## config.mk

```make
export PLATFORM = sky130hd
export DESIGN_NAME = multi_sample_hold
export DESIGN_NICKNAME = d
export VERILOG_FILES = /design/src/rtl/sample_hold_pkg.sv /design/src/rtl/sample_hold_channel.sv /design/src/rtl/multi_sample_hold.sv
export SDC_FILE = /design/constraint.sdc
export NUM_CORES = 1
export LEC_CHECK = 0
export ABC_AREA = 0
export BUFFER_PORTS_ARGS = -buffer_cell sky130_fd_sc_hd__buf_2
export CORE_ASPECT_RATIO = 1.4
export CORE_MARGIN = 1
export CORE_UTILIZATION = 44
export CTS_CLUSTER_SIZE = 30
export DETAILED_ROUTE_END_ITERATION = 10
export PLACE_DENSITY = 0.74
export SLEW_MARGIN = 10
export SYNTH_ARGS = -nofsm -noshare
export SYNTH_HDL_FRONTEND = slang
export SYNTH_SLANG_ARGS = --single-unit
```

## constraint.sdc

```tcl
create_clock -name clk_i -period 2.13 [get_ports clk_i]
set_input_delay 0.3195 -clock clk_i [delete_from_list [all_inputs] [get_ports clk_i]]
set_output_delay 0.3195 -clock clk_i [all_outputs]
set_load 0.02 [all_outputs]
```

## src/rtl/sample_hold_pkg.sv

```systemverilog
// Shared defaults and limits for the multi-channel sample-and-hold block.
package sample_hold_pkg;
  localparam int WIDTH_DEF     = 16;
  localparam int CHANNELS_DEF  = 2;
  localparam int DECIM_W_DEF   = 8;
  localparam int TIMEOUT_W_DEF = 16;
  localparam int MAX_CHANNELS  = 8;
endpackage

```

## src/rtl/sample_hold_channel.sv

```systemverilog
// One channel: decimating capture register with optional staleness tracking
// (staleness built only when MULTI_SAMPLE_HOLD_STALE_EN is defined).
module sample_hold_channel
  import sample_hold_pkg::*;
#(
  parameter int WIDTH     = WIDTH_DEF,
  parameter int DECIM_W   = DECIM_W_DEF,
  parameter int TIMEOUT_W = TIMEOUT_W_DEF
) (
  input  logic                 clk_i,
  input  logic                 rst_i,
  input  logic                 valid_i,
  input  logic [WIDTH-1:0]     data_i,
  input  logic                 hold_i,
  input  logic [DECIM_W-1:0]   decim_i,
  input  logic [TIMEOUT_W-1:0] timeout_i,
  output logic                 valid_o,
  output logic [WIDTH-1:0]     data_o,
  output logic                 stale_o
);

  logic [DECIM_W-1:0] cnt_q, cnt_d;
  logic [WIDTH-1:0]   data_q, data_d;
  logic               vld_q, vld_d;
  logic               accept, capture, wrap;

  // Wrap test uses >= so a ratio lowered mid-count still wraps promptly.
  always_comb begin
    accept  = valid_i & ~hold_i;
    capture = accept && (cnt_q == '0);
    wrap    = (decim_i <= DECIM_W'(1)) || (cnt_q >= (decim_i - DECIM_W'(1)));
    cnt_d   = cnt_q;
    if (accept) cnt_d = wrap ? '0 : (cnt_q + DECIM_W'(1));
    data_d  = capture ? data_i : data_q;
    vld_d   = capture;
  end

  always_ff @(posedge clk_i) begin
    if (rst_i) begin
      cnt_q  <= '0;
      data_q <= '0;
      vld_q  <= 1'b0;
    end else begin
      cnt_q  <= cnt_d;
      data_q <= data_d;
      vld_q  <= vld_d;
    end
  end

  assign valid_o = vld_q;
  assign data_o  = data_q;

`ifdef MULTI_SAMPLE_HOLD_STALE_EN
  logic [TIMEOUT_W-1:0] age_q, age_d;
  logic                 stale_q, stale_d;

  // Flag tracks the age being written this cycle, so it rises with age==timeout.
  always_comb begin
    age_d   = capture ? '0 : ((&age_q) ? age_q : (age_q + TIMEOUT_W'(1)));
    stale_d = (timeout_i != '0) && (age_d >= timeout_i);
  end

  always_ff @(posedge clk_i) begin
    if (rst_i) begin
      age_q   <= '0;
      stale_q <= 1'b0;
    end else begin
      age_q   <= age_d;
      stale_q <= stale_d;
    end
  end

  assign stale_o = stale_q;
`else
  logic unused_timeout;
  assign unused_timeout = ^timeout_i;
  assign stale_o        = 1'b0;
`endif

endmodule

```

## src/rtl/multi_sample_hold.sv

```systemverilog
// Multi-channel decimating sample-and-hold; one sample_hold_channel per channel.
// Staleness detection is enabled with MULTI_SAMPLE_HOLD_STALE_EN.
module multi_sample_hold
  import sample_hold_pkg::*;
#(
  parameter int WIDTH     = WIDTH_DEF,
  parameter int CHANNELS  = CHANNELS_DEF,
  parameter int DECIM_W   = DECIM_W_DEF,
  parameter int TIMEOUT_W = TIMEOUT_W_DEF
) (
  input  logic                      clk_i,
  input  logic                      rst_i,
  input  logic [CHANNELS-1:0]       data_valid_i,
  input  logic [CHANNELS*WIDTH-1:0] data_i,
  input  logic                      hold_i,
  input  logic [DECIM_W-1:0]        decim_i,
  input  logic [TIMEOUT_W-1:0]      timeout_i,
  output logic [CHANNELS-1:0]       data_valid_o,
  output logic [CHANNELS*WIDTH-1:0] data_o,
  output logic [CHANNELS-1:0]       stale_o
);

  for (genvar c = 0; c < CHANNELS; c++) begin : g_ch
    sample_hold_channel #(
      .WIDTH    (WIDTH),
      .DECIM_W  (DECIM_W),
      .TIMEOUT_W(TIMEOUT_W)
    ) u_ch (
      .clk_i    (clk_i),
      .rst_i    (rst_i),
      .valid_i  (data_valid_i[c]),
      .data_i   (data_i[c*WIDTH +: WIDTH]),
      .hold_i   (hold_i),
      .decim_i  (decim_i),
      .timeout_i(timeout_i),
      .valid_o  (data_valid_o[c]),
      .data_o   (data_o[c*WIDTH +: WIDTH]),
      .stale_o  (stale_o[c])
    );
  end

endmodule

```

==> impl_metrics.tcl <==
set metrics [dict create \
    status "finished clean" \
    power.leakage_uw 0.001651 \
    pwr-share-comb 0.182 \
    crit_chain "buf_2, buf_6, or4_4, or3_4, a21o_1, a221o_2, a211oi_2" \
    cp-start-kind "input pin" \
    hold_viol 0 \
    drc 0 \
    cts_hold_buf 0 \
    die_x_microns 64.95 \
    clkSlewWorstSetupHoldPaths_ps 90 \
    antenna_found_initial 0 \
    yosysTopAreaCell "dfxtp_1" \
    skew_ps 8.382 \
    crit_arrival_ps 2320 \
    worstSetupEndpointType "flip-flop" \
    clock_sinks 50 \
    dieArea_sq_um 5854 \
    antenna-diode-count 0 \
    p_clk_frac 0.326 \
    routed_wl_mm 5.701 \
    wl_per_cell_microns 13.74 \
    setup_viol 0 \
    setup_ws_ps 30.54 \
    clkLatencyLatePin_ps 300 \
    synth_compound_area_frac 0.1046 \
    hold_start "data_i[31]" \
    synth.area.top_cells "dfxtp_1 41%, mux2i_1 13%, ha_1 8.2%" \
    synthFlopType "dfxtp_1" \
    fin_cells 415 \
    p_int_uw 1487 \
    maxCapViolations 0 \
    gp_congestion 0.8668 \
    numCtsBuffers 5 \
    placed_cell_area_sq_um 2990 \
    path_class "input pin to flip-flop" \
    holdWs_ps 243.1 \
    cts.htree.levels 2 \
    synthSimpleGateAreaFrac 0.1681 \
    yosysMostFrequentCell "dfxtp_1" \
    postLayoutCoreUtil 0.6139 \
    fmax_mhz 476.3 \
    nets 425 \
    dr.pass1.iters 4 \
    synth_adder_area_share 0.08201 \
    vias_per_cell 5.234 \
    dp_cells 406 \
    final_area_sq_um 3238 \
    dp_hpwl_mm 3.955 \
    synth.avg_cell_area_sq_um 9.536 \
    yosys.area_share.xor_xnor 0.06458 \
    grt_pass1_wl_mm 9.480 \
    cp_max_fo 8 \
    ant_nets 0 \
    core-area_sq_um 5275 \
    synthArstFlopShare 0 \
    vdd_drop_max_uv 581.4 \
    tritoncts "yes" \
    power.density_nw_per_um2 623.2 \
    grt_util_met1 0.2376 \
    worstSetupStartpoint "decim_i[0]" \
    grt_util_met2 0.3550 \
    hp-class "input pin to flip-flop" \
    cts_root_buf "clkbuf_8" \
    initial_core_util 0.4628 \
    drt-initial-drc-count 52 \
    fin_crit_sh 0.9857 \
    drive_gt1_frac 0.3782 \
    post-route-min-period_ps 2099 \
    synth_top_area_frac 0.4100 \
    r2r_start "g_ch[0].u_ch.cnt_q[2]$_SDFFE_PP0P_" \
    synth_cell_types 32 \
    synth_top_family_by_area "simple AND/OR/NAND/NOR gates" \
    area_growth_pct 32.65 \
    io_pins 97 \
    ys_seq_elements 50 \
    synth_edf_count 0 \
    synthMuxAreaShare 0.1312 \
    finalMaxSlewViolations 0 \
    grt_max_degree 20 \
    synth_cells 256 \
    fp.dieH_microns 90.13 \
    grt_pass1_vias 2158 \
    cp.required_ps 2350 \
    p_switching_uw 531.0 \
    grt-busiest-layer "met2" \
    overflow 0 \
    num_rows 31 \
    synth_area_sq_um 2441 \
    ys_seq_area_frac 0.4100 \
    power_switching_share 0.2632 \
    io_buffers 78 \
    ys_top_cells_by_count "50 x dfxtp_1, 39 x nor2_1, 32 x mux2i_1" \
    gr-usage-met3 0.04949 \
    clk_path_buf_depth 2 \
    slowest_delay_ps 490 \
    dp_slack_ps -322.2 \
    seqPwrFrac 0.492 \
    track_usage 0.2044 \
    yosys_warnings 0 \
    cpMaxStageDelayCell "or4_4" \
    via_count 2172 \
]
==> cell families after synthesis <==
kind of cell,Yosys count
and+or+nand+nor,83
DFF,50
AOI/OAI and AO/OA,36
xor gates and xnor gates,18
muxes,32
other,1
buffers and inverters,20
adders and majority gates,16
==> repair_timing <==
item                       in CTS  in global routing
setup buffers                   0                  1
gates resized for setup         3                 23
cloned                          0                  0
setup endpoints to repair      11                 16
pin swaps                       0                 18
==> cell type report <==
class                   instances  area (sq um)
clock buffers                   6         72.57
clock inverters                 2         37.54
fillers                       462          2037
inverters                       6         22.52
multi-input cells             187          1478
flip-flops and latches         50          1001
well taps                      66         82.58
repair buffers                 98         544.3
==> stage by stage <==
stage	total power (uW)	setup TNS [ps]
floorplan	1226	0
global placement	1346	-4382
detailed placement	1356	-4768
CTS	2017	0
global route	2117	-177.7
finish	2018	0
==> registers in the layout, summed over array words and instances, names as in the netlist <==
signal	cells
g_ch.u_ch.data_o	32
g_ch.u_ch.valid_o	2
g_ch.u_ch.cnt_q	16
==> worst max-delay path: cells and delay by family <==
kind | cells | cell delay, ps
buffers and inverters | 2 | 220
AO/OA/AOI/OAI | 3 | 900
AND/OR/NAND/NOR | 2 | 880
==> routing by layer <==
metal,vias to the layer above,share of wire,wire (microns)
li1,1087,-,-
met1,1004,0.42,2402
met2,76,0.50,2864
met3,5,0.063,357
met4,0,0.014,77
met5,-,0,0
==> final timing paths <==
kind                                                              to  slack [ps]  cells past startpoint
worst max-delay path              g_ch[1].u_ch.cnt_q[6]$_SDFFE_PP0P_          30                      7
worst min-delay path            g_ch[1].u_ch.data_o[15]$_SDFFE_PP0P_         240                      3
worst max register to register    g_ch[0].u_ch.cnt_q[5]$_SDFFE_PP0P_         180                      6
worst min register to register   g_ch[0].u_ch.data_o[3]$_SDFFE_PP0P_         490                      2
==> cells in the final DEF, fill, tap and decap left out, types with 4 or more instances in the layout <==
master / synthesis / routed
buf_2: 2 / 78
dfxtp_1: 50 / 50
nor2_1: 39 / 39
mux2i_1: 32 / 32
buf_4: 4 / 19
a211oi_2: 0 / 16
ha_1: 16 / 15
xor2_1: 14 / 13
nand4_1: 10 / 10
nand2_1: 9 / 9
a21oi_1: 6 / 6
inv_1: 6 / 5
and3_1: 5 / 5
clkbuf_8: 0 / 5
o21ai_0: 4 / 4
a21o_1: 4 / 4
==> power groups by stage <==
stage | logic (uW) | clock network, uW | registers [uW]
6_report | 367 | 658 | 993
5_1_grt | 404 | 715 | 999
4_1_cts | 350 | 674 | 993
3_5_place_dp | 342 | 0 | 1010
3_3_place_gp | 333 | 0 | 1010
2_1_floorplan | 170 | 0 | 1060
No activity file was read; power rests on OpenSTA's default activity.
